### config.mk
export PLATFORM = sky130hd
export DESIGN_NAME = uart_alu_sequencer
export DESIGN_NICKNAME = d
export VERILOG_FILES = /design/src/rtl/uart_alu_sequencer.sv
export SDC_FILE = /design/constraint.sdc
export NUM_CORES = 1
export LEC_CHECK = 0
export CAP_MARGIN = 20
export CELL_PAD_IN_SITES_DETAIL_PLACEMENT = 1
export CELL_PAD_IN_SITES_GLOBAL_PLACEMENT = 2
export CORE_UTILIZATION = 40
export CTS_BUF_LIST = sky130_fd_sc_hd__clkbuf_8
export DETAILED_ROUTE_END_ITERATION = 7
export PLACE_DENSITY_LB_ADDON = 0.1
export SETUP_SLACK_MARGIN = 0.05
export SLEW_MARGIN = 20
export SYNTH_ARGS = -nofsm -noshare
export SYNTH_HDL_FRONTEND = slang
export SYNTH_SLANG_ARGS = --single-unit
export TNS_END_PERCENT = 30
### constraint.sdc
create_clock -name i_clock -period 5.28 [get_ports i_clock]
set_input_delay 1.32 -clock i_clock [delete_from_list [all_inputs] [get_ports i_clock]]
set_output_delay 1.32 -clock i_clock [all_outputs]
set_load 0.02 [all_outputs]
### src/rtl/uart_alu_sequencer.sv
// Frames UART RX bytes into ALU operands A/B plus an opcode, commits them to the ALU,
// and streams the ALU result back to the TX core MSB byte first, with inter-byte timeout.
module uart_alu_sequencer #(
  parameter int unsigned NB_BYTE     = 8,
  parameter int unsigned NB_DATA     = 16,
  parameter int unsigned NB_OP       = 6,
  parameter int unsigned TIMEOUT_CYC = 50000
) (
  input  logic               i_clock,
  input  logic               i_reset,
  input  logic               i_rx_valid,
  input  logic [NB_BYTE-1:0] i_rx_data,
  input  logic [NB_DATA-1:0] i_result,
  input  logic               i_tx_done,
  output logic [NB_DATA-1:0] o_data_a,
  output logic [NB_DATA-1:0] o_data_b,
  output logic [NB_OP-1:0]   o_operation,
  output logic               o_tx_start,
  output logic [NB_BYTE-1:0] o_tx_data,
  output logic               o_busy,
  output logic               o_error
);

  localparam int unsigned BYTES = NB_DATA / NB_BYTE;
  localparam int unsigned CNT_W = $clog2(BYTES + 1);
  localparam int unsigned TMR_W = $clog2(TIMEOUT_CYC + 1);

  typedef enum logic [2:0] {
    RX_A    = 3'd0,
    RX_B    = 3'd1,
    RX_OP   = 3'd2,
    LATCH   = 3'd3,
    TX_SEND = 3'd4,
    TX_WAIT = 3'd5
  } state_t;

  state_t             state_q;
  logic [CNT_W-1:0]   cnt_q;
  logic [TMR_W-1:0]   timer_q;
  logic [NB_DATA-1:0] sh_a_q;
  logic [NB_DATA-1:0] sh_b_q;
  logic [NB_DATA-1:0] tx_sh_q;

  logic op_legal_c;
  logic partial_c;
  logic expire_c;

  // Opcode byte must have clean upper bits and name one of the supported ALU functions.
  always_comb begin
    op_legal_c = 1'b0;
    if (i_rx_data[NB_BYTE-1:NB_OP] == '0) begin
      case (i_rx_data[NB_OP-1:0])
        NB_OP'('h20), NB_OP'('h22), NB_OP'('h24), NB_OP'('h25),
        NB_OP'('h26), NB_OP'('h27), NB_OP'('h03), NB_OP'('h02): op_legal_c = 1'b1;
        default: op_legal_c = 1'b0;
      endcase
    end
  end

  assign partial_c = ((state_q == RX_A) && (cnt_q != '0)) || (state_q == RX_B) || (state_q == RX_OP);
  assign expire_c  = partial_c && !i_rx_valid && (timer_q == TMR_W'(TIMEOUT_CYC - 1));

  always_ff @(posedge i_clock or negedge i_reset) begin
    if (!i_reset) begin
      state_q     <= RX_A;
      cnt_q       <= '0;
      timer_q     <= '0;
      sh_a_q      <= '0;
      sh_b_q      <= '0;
      tx_sh_q     <= '0;
      o_data_a    <= '0;
      o_data_b    <= '0;
      o_operation <= '0;
      o_tx_start  <= 1'b0;
      o_tx_data   <= '0;
      o_busy      <= 1'b0;
      o_error     <= 1'b0;
    end else begin
      o_tx_start <= 1'b0;
      o_error    <= 1'b0;
      case (state_q)
        RX_A, RX_B, RX_OP: begin
          if (i_rx_valid) begin
            timer_q <= '0;
            if (state_q == RX_A) begin
              sh_a_q <= NB_DATA'({sh_a_q, i_rx_data});
              if (cnt_q == CNT_W'(BYTES - 1)) begin
                cnt_q   <= '0;
                state_q <= RX_B;
              end else begin
                cnt_q <= cnt_q + CNT_W'(1);
              end
            end else if (state_q == RX_B) begin
              sh_b_q <= NB_DATA'({sh_b_q, i_rx_data});
              if (cnt_q == CNT_W'(BYTES - 1)) begin
                cnt_q   <= '0;
                state_q <= RX_OP;
              end else begin
                cnt_q <= cnt_q + CNT_W'(1);
              end
            end else begin
              // Shadows are consumed either way; the next frame starts clean.
              sh_a_q <= '0;
              sh_b_q <= '0;
              if (op_legal_c) begin
                o_data_a    <= sh_a_q;
                o_data_b    <= sh_b_q;
                o_operation <= i_rx_data[NB_OP-1:0];
                o_busy      <= 1'b1;
                state_q     <= LATCH;
              end else begin
                o_error <= 1'b1;
                state_q <= RX_A;
              end
            end
          end else if (expire_c) begin
            o_error <= 1'b1;
            state_q <= RX_A;
            cnt_q   <= '0;
            timer_q <= '0;
            sh_a_q  <= '0;
            sh_b_q  <= '0;
          end else if (partial_c) begin
            timer_q <= timer_q + TMR_W'(1);
          end
        end
        LATCH: begin
          tx_sh_q <= i_result;
          cnt_q   <= CNT_W'(BYTES);
          state_q <= TX_SEND;
        end
        TX_SEND: begin
          o_tx_start <= 1'b1;
          o_tx_data  <= tx_sh_q[NB_DATA-1 -: NB_BYTE];
          state_q    <= TX_WAIT;
        end
        TX_WAIT: begin
          if (i_tx_done) begin
            tx_sh_q <= NB_DATA'({tx_sh_q, {NB_BYTE{1'b0}}});
            if (cnt_q == CNT_W'(1)) begin
              cnt_q   <= '0;
              o_busy  <= 1'b0;
              state_q <= RX_A;
            end else begin
              cnt_q   <= cnt_q - CNT_W'(1);
              state_q <= TX_SEND;
            end
          end
        end
        default: state_q <= RX_A;
      endcase
    end
  end

endmodule

==> results.sh <==
export IMPL_outcome="completed"
export IMPL_cp_slowest_cell="nand2_2"
export IMPL_dp_final_hpwl_um=8287
export IMPL_ir_drop_mv=0.2194
export IMPL_post_drt_wl_per_cell_um=17.95
export IMPL_via_count=3887
export IMPL_critPathMaxStageDelay_ns=0.70
export IMPL_syn_nets=482
export IMPL_synth_edff_count=0
export IMPL_ys_flop_type="dfrtp_1"
export IMPL_setup_viol=0
export IMPL_areaGrowthSynthToFinish_pct=24.96
export IMPL_timing_final_crit_share_pct=66.40
export IMPL_drtPass1Iterations=7
export IMPL_fin_setup_tns_ns=0
export IMPL_ys_types=61
export IMPL_die_w_um=117.2
export IMPL_drive_gt1_share_pct=17.35
export IMPL_final_common_cell="dfrtp_1"
export IMPL_antenna_left=0
export IMPL_pin_count=77
export IMPL_stdcell_area_um2=6634
export IMPL_cp_arrival_ns=3.81
export IMPL_cts_buffer_depth=2
export IMPL_period_minus_slack_ns=3.506
export IMPL_core_area_um2=12770
export IMPL_gp_congestion=0.7388
export IMPL_worstPathCellList="clkdlybuf4s50_1, buf_4, inv_1, nor4b_1, nand2_2, mux2_4"
export IMPL_instances_no_fill=708
export IMPL_diodes=0
export IMPL_p_leak_uw=0.002983
export IMPL_clkLatencyLatePin_ns=0.42
export IMPL_worst_pin_slew_ns=1.032
export IMPL_first_iter_violations=204
export IMPL_cts_root_buffer="clkbuf_8"
export IMPL_final_cell_mix="dfrtp_1 (118), clkdlybuf4s50_1 (75), o21ai_0 (39), mux2_2 (37), nand2_1 (27)"
export IMPL_max_freq_mhz=285.2
export IMPL_syn_inst=450
export IMPL_postPlaceCellArea_um2=6202
export IMPL_cap_violations=0
export IMPL_ys_ff_latch=118
export IMPL_cp_required_ns=5.59
export IMPL_grt_max_degree=47
export IMPL_rsz0062_at_grt="false"
export IMPL_critical_path_class="primary input to flip-flop"
export IMPL_post_cts_resized=0
export IMPL_dp_cells=676
export IMPL_drc=0
export IMPL_antenna_found_initial=0
export IMPL_placementRows=41
export IMPL_slew_headroom_pct=30.95
export IMPL_syn_area_per_cell_um2=11.80
export IMPL_start_kind="primary input"
export IMPL_finalMaxSlewViolations=0
export IMPL_cts_setup_buffers=0
export IMPL_fin_worst_skew_ns=0.007995
export IMPL_vias_per_cell=5.490
export IMPL_first_global_vias=4013
export IMPL_min_path_type="flip-flop to flip-flop"
export IMPL_cts_tree="yes"
export IMPL_h_tree_depth=4
export IMPL_hold_viol_final=0
export IMPL_grt_overflow=0
export IMPL_wirelength_um=12710
export IMPL_nets=555
export IMPL_numCtsBuffers=17
export IMPL_critPathCaptureType="flip-flop"
export IMPL_initial_core_util_pct=41.56
export IMPL_grt_first_pass_wirelength_um=20890
export IMPL_ys_seq_area_share_pct=55.62
export IMPL_io_buffers=76
export IMPL_async_reset_ff_share_pct=100.0
export IMPL_r2r_slack_ns=2.09
export IMPL_die_y_um=117.2
export IMPL_worst_path_max_fanout=39
export IMPL_track_usage_pct=20.22
export IMPL_yosysWarnings=0
export IMPL_die_area_um2=13740
export IMPL_cts_sinks=118
export IMPL_clkSlewWorstSetupHoldPaths_ns=0.07
export IMPL_fill_cells=1351
export IMPL_ctsHoldBuffers=0
export IMPL_cellPowerDensity_nw_per_um2=445.2
export IMPL_syn_cell_area_um2=5309
==> cell type report <==
| cell class | count | area [um^2] | area share (%) |
|---|---|---|---|
| repair buffers | 85 | 825.8 | 12.45 |
| well taps | 172 | 215.2 | 3.244 |
| clock inverters | 14 | 183.9 | 2.773 |
| inverters | 24 | 90.09 | 1.358 |
| flip-flops and latches | 118 | 2953 | 44.51 |
| clock buffers | 18 | 247.7 | 3.734 |
| multi-input cells | 277 | 2118 | 31.93 |
==> worst paths after layout <==
kind                                 start           end  depth (start not counted)
worst max-delay path            i_rx_valid  o_data_b[12]                          6
worst min-delay path            tx_sh_q[8]    tx_sh_q[8]                          2
worst max register to register  timer_q[0]     sh_a_q[6]                          6
worst min register to register  tx_sh_q[8]    tx_sh_q[8]                          2
max in group asynchronous          i_reset     sh_a_q[6]                          2
min in group asynchronous          i_reset   timer_q[11]                          1
==> power breakdown <==
group | internal [uW] | total (uW) | switching (uW)
Sequential | 1110 | 1310 | 199
Clock | 524 | 899 | 375
Combinational | 345 | 741 | 396
==> cells by family after synthesis <==
kind of cell | Yosys count | synth area share [%]
flip-flops | 118 | 55.62
AND/OR/NAND/NOR | 95 | 10.51
buffers and inverters | 55 | 4.478
adder cells (fa/ha/maj) | 4 | 0.9428
AO/OA/AOI/OAI | 123 | 16.55
multiplexers | 55 | 11.90
==> sequential cells by signal, indices dropped and copies added, names as in the netlist <==
register,flops
o_tx_start,1
o_data_a,16
o_busy,1
sh_b_q,16
cnt_q,2
o_operation,6
o_data_b,16
state_q,3
o_tx_data,8
sh_a_q,16
o_error,1
timer_q,16
tx_sh_q,16
==> Yosys cell counts (4+ instances only) <==
master    instances  area, um^2
dfrtp_1         118        2953
o21ai_0          39       195.2
mux2_2           37       416.7
nand2_1          27       101.4
a22o_1           26       227.7
inv_1            24       90.09
a22oi_1          17       127.6
clkbuf_1         16       60.06
mux2i_1          11       110.1
buf_2            10       50.05
nor2_1            9       33.78
mux2_4            7       105.1
nand3_1           7       35.03
a32oi_1           6       52.55
nand2b_1          5       31.28
nand4_1           5       31.28
a21oi_1           4       20.02
a31oi_1           4       25.02
and2_1            4       25.02
and4_1            4       35.03
ha_1              4       50.05
nor3_1            4       20.02
nor4_1            4       25.02
o211ai_1          4       30.03
==> through the flow <==
step | hold WS, ns | util, % | power (uW) | worst slack [ns]
floorplan | 0.4444 | - | 1784 | 2.447
global placement | 0.4605 | 48.56 | 2038 | 1.443
detailed placement | 0.4738 | 48.56 | 2073 | 1.341
CTS | 0.4869 | 51.93 | 2991 | 1.805
global route | 0.5161 | 51.93 | 3128 | 1.572
finish | 0.4847 | 51.93 | 2954 | 1.774
==> worst max-delay path, delay by kind of cell <==
family        cells  cell delay, ns
simple gates      2            1.15
mux               1            0.52
buf+inv           3            0.80
==> per-layer routing <==
layer	routed length, um	track usage [%]	vias up	part of all wire, %
met3	447	4.789	11	3.5
met2	5884	31.57	74	46
met4	139	7.679	0	1.1
li1	-	-	1806	-
met1	6234	27.34	1996	49
met5	0	0	-	0
No activity file was read; power rests on OpenSTA's default activity.
